File: src/rtl/udp_arb_pkg.sv
// Shared definitions for the UDP arbitration blocks: FSM state encoding and
// the round-robin pick function.
package udp_arb_pkg;

   localparam int MAX_REQ = 8;
   localparam int PTR_W   = 3;

   typedef enum logic [1:0] {
      IDLE,
      META,
      DATA
   } arb_state_t;

   typedef struct packed {
      logic             found;
      logic [PTR_W-1:0] idx;
   } rr_pick_t;

   // Pick the first set bit at or after ptr, searching upward modulo n_req.
   function automatic rr_pick_t rr_pick(input logic [MAX_REQ-1:0] valid_vec,
                                        input logic [PTR_W-1:0]   ptr,
                                        input int                 n_req);
      rr_pick_t         res;
      int               cand;
      logic [PTR_W-1:0] ci;
      res = '0;
      for (int off = 0; off < MAX_REQ; off++) begin
         if (off < n_req) begin
            cand = (int'(ptr) + off) % n_req;
            ci   = PTR_W'(cand);
            if (!res.found && valid_vec[ci]) begin
               res.found = 1'b1;
               res.idx   = ci;
            end
         end
      end
      return res;
   endfunction

endpackage

File: src/rtl/rr_arbiter.sv
// Combinational N_REQ-wide round-robin picker, shared by the TX arbiter and
// future RX demux / RoCE paths.
module rr_arbiter
   import udp_arb_pkg::*;
#(
   parameter int N_REQ = 4
) (
   input  logic [N_REQ-1:0] req,
   input  logic [PTR_W-1:0] ptr,
   output logic             found,
   output logic [PTR_W-1:0] idx
);

   logic [MAX_REQ-1:0] req_ext;
   rr_pick_t           pick;

   // Widen the request vector to the package width and run the pick.
   always_comb begin
      // NOTE: every always_comb output gets a default first so no latch is inferred.
      req_ext             = '0;
      req_ext[N_REQ-1:0]  = req;
      pick                = rr_pick(req_ext, ptr, N_REQ);
   end

   assign found = pick.found;
   assign idx   = pick.idx;

endmodule

File: src/rtl/udp_tx_arbiter.sv
// Packet-granular round-robin arbiter sharing the UDP stack TX metadata and
// data interfaces between N_REQ requesters. The grant is taken when metadata
// is accepted and released on the tlast beat of the matching payload.
module udp_tx_arbiter
   import udp_arb_pkg::*;
#(
   parameter int N_REQ      = 4,
   parameter int META_WIDTH = 176,
   parameter int WIDTH      = 64
) (
   input  logic                              net_clk,
   input  logic                              net_rst,
   input  logic [N_REQ-1:0]                  s_meta_valid,
   output logic [N_REQ-1:0]                  s_meta_ready,
   input  logic [N_REQ*META_WIDTH-1:0]       s_meta_data,
   input  logic [N_REQ-1:0]                  s_data_valid,
   output logic [N_REQ-1:0]                  s_data_ready,
   input  logic [N_REQ*WIDTH-1:0]            s_data_data,
   input  logic [N_REQ*(WIDTH/8)-1:0]        s_data_keep,
   input  logic [N_REQ-1:0]                  s_data_last,
   output logic                              m_meta_valid,
   input  logic                              m_meta_ready,
   output logic [META_WIDTH-1:0]             m_meta_data,
   output logic                              m_data_valid,
   input  logic                              m_data_ready,
   output logic [WIDTH-1:0]                  m_data_data,
   output logic [WIDTH/8-1:0]                m_data_keep,
   output logic                              m_data_last,
   output logic [N_REQ-1:0]                  grant,
   output logic [31:0]                       pkt_count
);

   localparam int KEEP_W = WIDTH / 8;

   arb_state_t            state;
   logic [PTR_W-1:0]      rr_ptr;
   logic [PTR_W-1:0]      gidx;
   logic [PTR_W-1:0]      win_idx;
   logic                  win_found;
   logic [N_REQ-1:0]      win_onehot;
   logic [META_WIDTH-1:0] meta_sel;
   logic                  in_idle;
   logic                  in_data;
   logic                  last_fire;
   logic [PTR_W-1:0]      next_ptr;

   rr_arbiter #(.N_REQ(N_REQ)) u_rr (
      .req   (s_meta_valid),
      .ptr   (rr_ptr),
      .found (win_found),
      .idx   (win_idx)
   );

   assign in_idle = (state == IDLE) && !net_rst;
   assign in_data = (state == DATA) && !net_rst;

   // Decode the winning index to one-hot and select its metadata word.
   always_comb begin
      win_onehot = '0;
      meta_sel   = '0;
      for (int i = 0; i < N_REQ; i++) begin
         if (win_found && (win_idx == PTR_W'(i))) begin
            win_onehot[i] = 1'b1;
            meta_sel      = s_meta_data[i*META_WIDTH +: META_WIDTH];
         end
      end
   end

   // The metadata input handshake completes in IDLE, in the arbitration cycle.
   assign s_meta_ready = in_idle ? win_onehot : '0;

   // Route the granted requester's data straight through, no added latency.
   always_comb begin
      m_data_data = '0;
      m_data_keep = '0;
      for (int i = 0; i < N_REQ; i++) begin
         if (grant[i]) begin
            m_data_data = s_data_data[i*WIDTH +: WIDTH];
            m_data_keep = s_data_keep[i*KEEP_W +: KEEP_W];
         end
      end
      m_data_valid = in_data && |(s_data_valid & grant);
      m_data_last  = in_data && |(s_data_last & grant);
      s_data_ready = in_data ? (grant & {N_REQ{m_data_ready}}) : '0;
   end

   assign last_fire = m_data_valid && m_data_ready && m_data_last;
   assign next_ptr  = (gidx == PTR_W'(N_REQ - 1)) ? '0 : gidx + 1'b1;

   // Arbitration FSM with registered grant, metadata valid and packet count.
   always_ff @(posedge net_clk) begin
      if (net_rst) begin
         state        <= IDLE;
         rr_ptr       <= '0;
         gidx         <= '0;
         grant        <= '0;
         m_meta_valid <= 1'b0;
         pkt_count    <= '0;
      end else begin
         case (state)
            IDLE: begin
               if (win_found) begin
                  grant        <= win_onehot;
                  gidx         <= win_idx;
                  m_meta_valid <= 1'b1;
                  state        <= META;
               end
            end
            META: begin
               if (m_meta_ready) begin
                  m_meta_valid <= 1'b0;
                  state        <= DATA;
               end
            end
            DATA: begin
               if (last_fire) begin
                  pkt_count <= pkt_count + 32'd1;
                  rr_ptr    <= next_ptr;
                  grant     <= '0;
                  state     <= IDLE;
               end
            end
            default: state <= IDLE;
         endcase
      end
   end

   // Capture the winner's metadata; held stable through META.
   always_ff @(posedge net_clk) begin
      // NOTE: datapath register left without reset; m_meta_valid qualifies it.
      if ((state == IDLE) && win_found) begin
         m_meta_data <= meta_sel;
      end
   end

endmodule

File: config.mk
export PLATFORM = sky130hd
export DESIGN_NAME = udp_tx_arbiter
export DESIGN_NICKNAME = d
export VERILOG_FILES = /design/src/rtl/udp_arb_pkg.sv /design/src/rtl/rr_arbiter.sv /design/src/rtl/udp_tx_arbiter.sv
export SDC_FILE = /design/constraint.sdc
export NUM_CORES = 1
export LEC_CHECK = 0
export CAP_MARGIN = 20
export CORE_AREA = 2 2 501 503
export CTS_CLUSTER_DIAMETER = 100
export CTS_CLUSTER_SIZE = 28
export DETAILED_ROUTE_END_ITERATION = 16
export DIE_AREA = 0 0 503 505
export GPL_ROUTABILITY_DRIVEN = 0
export GPL_TIMING_DRIVEN = 0
export HOLD_SLACK_MARGIN = 0.06
export PLACE_DENSITY_LB_ADDON = 0.15
export SYNTH_ARGS = -nofsm -noshare
export SYNTH_HDL_FRONTEND = slang
export SYNTH_SLANG_ARGS = --single-unit
File: constraint.sdc
create_clock -name net_clk -period 5.5 [get_ports net_clk]
set_input_delay 1.1 -clock net_clk [delete_from_list [all_inputs] [get_ports net_clk]]
set_output_delay 1.1 -clock net_clk [all_outputs]
set_load 0.05 [all_outputs]
Yosys cells after proc, flatten, opt, wreduce, memory -nomap -nowiden. Cells that the tools add are included.

Flip-flop bits (word level): 220. Word-level logic and storage cells: 104.

$add $sub $neg: 5. Order comparisons: 4. Equality and inequality tests: 9. Mux-type cells: 41. Bitwise operators: 6. Reduce and logical (&&, ||, !) cells: 32.

Operators with widths (count): 2-to-1 mux 176 bit (4); 2-to-1 mux 64 bit (4); adder 32 x 1 -> 32 bit, second input constant (1); 2-to-1 mux 4 bit (8); 2-to-1 mux 8 bit (4); logical AND 1 bit (14); bitwise AND 4 bit (3); < comparator 3 x 4 -> 1 bit, second input constant (3); 2-to-1 mux 1 bit (10); binary-select mux 1 bit (select 3 bit) (3); equality test 3 x 2 -> 1 bit, second input constant (3); AND reduction 3 bit (3); 2-to-1 mux 2 bit (4); one-hot mux 4 bit (2 select lines) (1); OR reduction 4 bit (2); one-hot mux 2 bit (3 select lines) (1); OR reduction 2 bit (3); adder 2 x 1 -> 2 bit, second input constant (2); adder 2 bit, second input constant (2); logical NOT 1 bit (4); < comparator 2 x 4 -> 1 bit, second input constant (1); != test 2 bit, second input constant (2); AND reduction 2 bit (2); nonzero test 2 bit (2); 9 further kinds (11).

Logic depth before layout (Yosys ltp). Gate-level depths: netlist of run 1.

Depth after elaboration: 19. Gate-level depth with buffers: 8. Gate-level depth less buffers: 6.

Cells and area by module. From an unflattened synthesis of run 1, not the netlist that was laid out.

Cell total of the unflattened synthesis: 1488. Area total of the unflattened synthesis: 14074.7 sq um.

By module, submodules not included: udp_tx_arbiter (times used 1, cells each 1471, area each 13985.9 sq um, seq. area each 6185.9 sq um); rr_arbiter (times used 1, cells each 17, area each 88.8 sq um, seq. area each 0.0 sq um).

Worst setup path after synthesis of run 1. No wires, ideal clock.

Path type: input -> register. Start point: input s_meta_valid[1]. End point: register m_meta_data[0], enable pin. Arrival time: 5086 ps. Data required time: 4968 ps. Slack: -118 ps. Stages: 4. Path buffers: 1. Cell sequence: nor4_1 -> or3_1 -> clkbuf_1 -> inv_1.

Word-level cells in the longest chain between the ends: 13. Elaborated cells between the ends (all ways): 19. Classes of those cells: mux: 12; reduce/logical: 7.

Ends and longest elaborated chain: from (decl) (RTL line udp_tx_arbiter.sv:13) `input logic [N_REQ-1:0] s_meta_valid,`; binary-select mux 1 bit (select 2 bit) (RTL line udp_arb_pkg.sv:31) `if (!res.found && valid_vec[ci]) begin`; 2-to-1 mux 1 bit (not written as such) (RTL line udp_arb_pkg.sv:31); 2-to-1 mux 4 bit (RTL line udp_arb_pkg.sv:31); logical NOT 1 bit (RTL line udp_arb_pkg.sv:31); logical AND 1 bit (RTL line udp_arb_pkg.sv:31); 2-to-1 mux 4 bit (RTL line udp_arb_pkg.sv:31); logical NOT 1 bit (RTL line udp_arb_pkg.sv:31); logical AND 1 bit (RTL line udp_arb_pkg.sv:31); 2-to-1 mux 4 bit (RTL line udp_arb_pkg.sv:31); logical NOT 1 bit (RTL line udp_arb_pkg.sv:31); logical AND 1 bit (RTL line udp_arb_pkg.sv:31); 2-to-1 mux 4 bit * (RTL line udp_arb_pkg.sv:31); logical AND 1 bit * (RTL line udp_tx_arbiter.sv:131) `if ((state == IDLE) && win_found) begin`; to (signal assigned) (RTL line udp_tx_arbiter.sv:132) `m_meta_data <= meta_sel;`; to (decl) (RTL line udp_tx_arbiter.sv:23) `output logic [META_WIDTH-1:0] m_meta_data,`.

Mark *: on every way between the ends. The rest lies on a longest branch, timed or not. The select of a mux whose other input is x is not followed. A chain may end at the register's enable or synchronous reset.

Worst setup path after layout of run 1.
Start point: register grant[0]. End point: output m_data_keep[0].

Word-level cells in the longest chain between the ends: 4.

Ends and longest elaborated chain: from (decl) (RTL line udp_tx_arbiter.sv:29) `output logic [N_REQ-1:0] grant,`; from (signal assigned) (RTL line udp_tx_arbiter.sv:103) `grant <= win_onehot;`; 2-to-1 mux 8 bit (4 in series) (RTL line udp_tx_arbiter.sv:77) `if (grant[i]) begin`; to (decl) (RTL line udp_tx_arbiter.sv:27) `output logic [WIDTH/8-1:0] m_data_keep,`.

No other way between the ends.

==> metrics, run 1 <==
Clock Tree Root clkbuf_16; skew final 0.0313 ns; number of setup violations in the final report 0; GR Overflow Total 0; Combinational Power Share 44.6%; syn avg cell area 9.93 um^2; fmax 186 MHz; routed len/inst 31.9 um; fin crit share 97.5%; worst vdd ir 241 uV; DR vias 19,118; Synth Flop Type edfxtp_1; share of cells above drive strength 1 5.75%; core area 0.248 mm^2; Post-Syn Area 0.0145 mm^2; Worst EP required 4.40 ns; Lkg Pwr 0.0107 uW; Die Y 505 um; Slew @ Worst Pin 1.18 ns; GRT Util Overall 14.8%; DRT Pass-1 Iters 5; Cells on Worst Hold Path 2; largest net degree at the start of global routing 35; switching part of the total 41.9%; synth-to-layout area growth 128%; Yosys reg bits 219; crit path DAT 4.26 ns; setup TNS 0 ns; port buffer count 1,301; final hold vios 0; initial DRC count 1,085; DRT Wirelength 198,000 um; synth unique cells 49; cts bufs inserted 27; number of synthesized flops with an enable pin 176; CTS tree built; sequential share of the synthesized area 42.3%; Synth top area share 36.4%; async set or reset register ratio after synthesis 0%; clock share of power 27.6%; worst min path class reg2reg; Slew headroom 19.2%; post-layout util 13.4%; die area 0.254 mm^2; Skew-Pair Late Insertion Delay 0.65 ns; Final Hold Slack 0.471 ns; Via density 3.09; ranking of synthesized cells by area edfxtp_1 (36%), mux2i_1 (24%), o22ai_1 (7.6%), dfxtp_1 (5.9%), a22oi_1 (3.9%); DRT antenna net count 0; Final Non-Filler Cells 6,193; Internal Pwr Total 4420 uW; first-pass GRT wire length 239,000 um; crit end category output port; Worst setup SP type flop; Reg clk slew, reported paths 0.08 ns; pwr dens 229 mW/mm^2; RR Endpoint m_meta_data[163]$_DFFE_PP_; final worst path period need 5.36 ns; number of global-route vias before repair 19,609; Site Rows 183; starting utilization of the core area 5.86%; register area 0.00615 mm^2; initial antenna violation count 193; Synth area leader edfxtp_1; Final Max Tran Viols 0; Crit Path Class reg2out; die width 503 um; Reg-to-Reg Start rr_ptr[0]$_SDFFE_PP0P_; status completed; layout net count 3,822; commonest cells after routing, fill and taps aside clkdlybuf4s50_1 (1,299), mux2i_1 (351), o22ai_1 (177), edfxtp_1 (176), a21oi_1 (101); r2r setup slk 1.58 ns; fillcell total 28,495; CTS max path bufs 3; Worst Path Max Fanout 10; R2R depth 8; I/O pins 1,303; drc violations 0; Switch Pwr 3190 uW; hold path start gidx[1]$_SDFFE_PP0P_; CTS H-Tree Depth 1; CTS Hold Bufs 0; Inst Count DP 6,114; Ys Warns 0; leading cell type in the layout, fill and taps excluded clkdlybuf4s50_1; Multi-input gate area 0.00777 mm^2; Sequential Power Share 27.8%; hpwl dp 177,000 um; post-synthesis net count 2,473; Sink Count 219; Max-Cap Viols 0; hold worst-path end gidx[1]$_SDFFE_PP0P_; RSZ-0062 raised after global routing false; Cells after Synth 1,463
per-stage QoR:
| step | worst slack, ns | cell area, um^2 | total power, uW |
|---|---|---|---|
| 2_1_floorplan | 0.574 | 14500 | 3640 |
| 3_3_place_gp | -3.32 | 31700 | 5600 |
| 3_5_place_dp | -0.380 | 32100 | 5620 |
| 4_1_cts | 0.0116 | 33100 | 7820 |
| 5_1_grt | 0.0141 | 33200 | 7920 |
| 6_report | 0.137 | 33200 | 7610 |
critical path, stage by stage, from the launching register on:
cell,delay [ns]
dfxtp_1,0.69
nor2b_1,0.19
clkbuf_2,0.31
clkbuf_4,0.46
a22oi_1,0.12
nor2_1,0.11
a21oi_1,0.06
o21ai_1,0.61
clkdlybuf4s50_1,1.01
worst max-delay path by stage:
stage / to / slack, ns / start / cells after the start
floorplan: m_meta_data[0]$_DFFE_PP_ / 0.57 / s_meta_valid[0] / 4
global placement: m_meta_data[22]$_DFFE_PP_ / -3.32 / s_meta_valid[0] / 5
detailed placement: s_meta_ready[2] / -0.38 / s_meta_valid[1] / 7
CTS: m_data_data[34] / 0.01 / grant[1]$_SDFFE_PP0P_ / 8
global route: m_data_data[56] / 0.01 / grant[0]$_SDFFE_PP0P_ / 8
finish: m_data_keep[0] / 0.14 / grant[0]$_SDFFE_PP0P_ / 8
power groups by stage:
stage | clock network, uW | registers, uW | logic (uW)
2_1_floorplan | 0 | 2820 | 823
3_3_place_gp | 0 | 2190 | 3400
3_5_place_dp | 0 | 2160 | 3460
4_1_cts | 2220 | 2120 | 3480
5_1_grt | 2230 | 2140 | 3550
6_report | 2100 | 2120 | 3390
what timing repair did:
action	4_1_cts	5_1_grt
setup endpoints to repair	65	2
cloned	0	0
resized for setup	33	2
buffers inserted	0	0
sequential cells by signal, summed over array words and instances (netlist names):
signal and count:
state 2, m_meta_valid 1, rr_ptr 2, grant 4, m_meta_data 176, gidx 2
pkt_count 32
cells in the mapped netlist, drive strengths merged, types with 3 or more instances:
master	count
nand4	20
mux2i	354
o31ai	3
xor2	14
buf	54
clkbuf	83
nand3	19
inv	9
nand2	90
a22oi	77
o21ai	85
and2	8
a21oi	101
nor2	98
edfxtp	176
nor3	9
and3	4
or3	16
dfxtp	43
o22ai	177
or4	3
routing by layer:
metal | track usage (%) | vias up | part of all wire, %
met5 | 0 | - | 0.42
met4 | 2.10 | 128 | 2.0
met3 | 6.15 | 357 | 10
met2 | 26.4 | 1135 | 49
met1 | 16.6 | 9087 | 38
li1 | - | 8411 | -
area by class of cell:
| cell class | instances | area share (%) |
|---|---|---|
| sequential | 219 | 18.5 |
| tap | 3330 | 12.5 |
| clock buffer | 28 | 2.11 |
| multi-input combinational | 1098 | 23.4 |
| timing repair buffer | 1321 | 40.3 |
| buffer | 136 | 2.02 |
| antenna | 30 | 0.226 |
| clock inverter | 22 | 0.822 |
| inverter | 9 | 0.113 |
cell families after synthesis:
kind of cell	count (synthesis)	synth area share, %
multiplexers	354	24.4
AND/OR/NAND/NOR	279	9.08
adder cells (fa/ha/maj)	2	0.172
flip-flops	219	42.3
XOR/XNOR	16	0.964
AO/OA/AOI/OAI	447	18.5
buffers and inverters	146	4.64
No activity file was read; power rests on OpenSTA's default activity.
==> inputs of run 2 (changes only) <==
--- a/config.mk
+++ b/config.mk
@@ -6,15 +6,17 @@
 export NUM_CORES = 1
 export LEC_CHECK = 0
 export CAP_MARGIN = 20
-export CORE_AREA = 2 2 501 503
+export CORE_AREA = 2 2 514 516
 export CTS_CLUSTER_DIAMETER = 100
 export CTS_CLUSTER_SIZE = 28
 export DETAILED_ROUTE_END_ITERATION = 16
-export DIE_AREA = 0 0 503 505
+export DIE_AREA = 0 0 516 518
+export DONT_BUFFER_PORTS = 1
 export GPL_ROUTABILITY_DRIVEN = 0
 export GPL_TIMING_DRIVEN = 0
 export HOLD_SLACK_MARGIN = 0.06
 export PLACE_DENSITY_LB_ADDON = 0.15
 export SYNTH_ARGS = -nofsm -noshare
 export SYNTH_HDL_FRONTEND = slang
+export SYNTH_HIERARCHICAL = 1
 export SYNTH_SLANG_ARGS = --single-unit
==> metrics, run 2 <==
final hold vios 0; fin worst setup slack 0.0908 ns; synth-to-layout area growth 45.6%; number of setup violations in the final report 0; Via density 3.10; status completed; Worst EP required 4.40 ns; Multi-input gate area 0.00732 mm^2; register name with the most flops m_meta_data; CTS Hold Bufs 0; die area 0.267 mm^2; setup TNS 0 ns; Skew-Pair Late Insertion Delay 0.69 ns; GR Overflow Total 0; crit path DAT 4.31 ns; Slew @ Worst Pin 1.22 ns; I/O pins 1,303; register area 0.00617 mm^2; starting utilization of the core area 5.37%; cell family with most CP delay buffers and inverters; Largest regs m_meta_data x176, pkt_count x32, grant x4; hpwl dp 189,000 um; commonest cells after routing, fill and taps aside a21oi_1 (272), mux2i_1 (176), edfxtp_1 (176), a221oi_1 (170), clkbuf_1 (124); core area 0.262 mm^2; DR vias 16,134; Worst path depth 7; port buffer count 0; Worst setup SP type flop; drc violations 0; GRT Util Overall 14.8%; Die Y 518 um; post-synthesis net count 2,494; Lkg Pwr 0.00556 uW; Post-Syn Area 0.0140 mm^2; CTS H-Tree Depth 1; cts bufs inserted 27; DRT Pass-1 Iters 5; CP bufs+invs 2; Site Rows 188; Inst Count DP 5,036; worst vdd ir 261 uV; fin crit share 98.3%; RSZ-0062 raised after global routing false; Reg clk slew, reported paths 0.10 ns; Crit Path Class reg2out; Worst Path Max Fanout 11; routed len/inst 40.2 um; R2R depth 8; Cell Chain, Critical Path nor2b_1 -> clkbuf_2 -> clkdlybuf4s15_1 -> a22oi_1 -> nor2_1 -> a21oi_1 -> o21ai_2; Slew headroom 18.5%; fmax 185 MHz; Clock Tree Root clkbuf_16; DRT Wirelength 209,000 um; initial antenna violation count 246; skew final 0.0546 ns; Final Max Tran Viols 0; number of global-route vias before repair 14,768; die width 516 um; crit end category output port; CTS tree built; slowest stage cell, crit path clkdlybuf4s15_1; Final Non-Filler Cells 5,201; pwr dens 310 mW/mm^2; worst min path class reg2reg; first-pass GRT wire length 241,000 um; Final Hold Slack 0.496 ns; syn avg cell area 9.46 um^2; initial DRC count 1,726; DRT antenna net count 0; max reg flops 176; Cells on Worst Hold Path 2; largest net degree at the start of global routing 27; CP peak stage delay 0.87 ns; Ys Warns 6; Max-Cap Viols 0; Cells after Synth 1,484; leading cell type in the layout, fill and taps excluded a21oi_1; share of cells above drive strength 1 9.10%; final worst path period need 5.41 ns; layout net count 2,561; CTS max path bufs 3; Sink Count 220; fillcell total 30,654; Place WS -0.215 ns
-- run 2: per-stage QoR --
stage | area, um^2 | total power, uW | util (%)
floorplan | 14000 | 3460 | -
global placement | 18400 | 4160 | 7.05
detailed placement | 19100 | 4200 | 7.29
CTS | 20100 | 6520 | 7.69
global route | 20300 | 6570 | 7.75
finish | 20400 | 6330 | 7.82
-- run 2: layout make-up --
type / count / area share, %
inverters: 13 / 0.239
plain buffers: 156 / 3.10
diodes: 114 / 1.40
clock inverters: 22 / 1.61
clock buffers: 28 / 3.32
repair buffers: 38 / 2.81
well taps: 3515 / 21.5
flip-flops and latches: 220 / 30.2
multi-input cells: 1095 / 35.8
-- run 2: where the power goes --
group	switching (uW)	total, uW	internal (uW)
sequential	887	2950	2070
clock	1190	2210	1020
combinational	869	1170	302
-- run 2: path summary, 6_finish.rpt --
path | from | endpoint | slack, ns
min | gidx[1]$_SDFFE_PP0P_ | gidx[1]$_SDFFE_PP0P_ | 0.50
max | grant[0]$_SDFFE_PP0P_ | m_data_data[34] | 0.09
max reg2reg | rr_ptr[0]$_SDFFE_PP0P_ | m_meta_data[132]$_DFFE_PP_ | 1.00
min reg2reg | gidx[1]$_SDFFE_PP0P_ | gidx[1]$_SDFFE_PP0P_ | 0.50
-- run 2: worst reg2reg max path, delay by kind of cell (launching register included) --
| kind | cells | cell delay (ns) |
|---|---|---|
| AO/OA/AOI/OAI | 3 | 0.76 |
| buffers and inverters | 4 | 2.05 |
| flip-flops | 1 | 0.41 |
| multiplexers | 1 | 0.98 |
-- run 2: per-layer routing --
layer / vias to the layer above / global-route usage [%] / wire, um
met2: 1464 / 22.4 / 88900
li1: 6157 / - / -
met3: 451 / 9.21 / 30100
met5: - / 0.0180 / 924
met1: 7920 / 17.4 / 82700
met4: 142 / 3.95 / 6710
-- run 2: repair_timing --
item                       CTS  global route
setup buffers                0             0
setup endpoints to repair   67             7
resized for setup           16             8
hold endpoints to repair     0             0
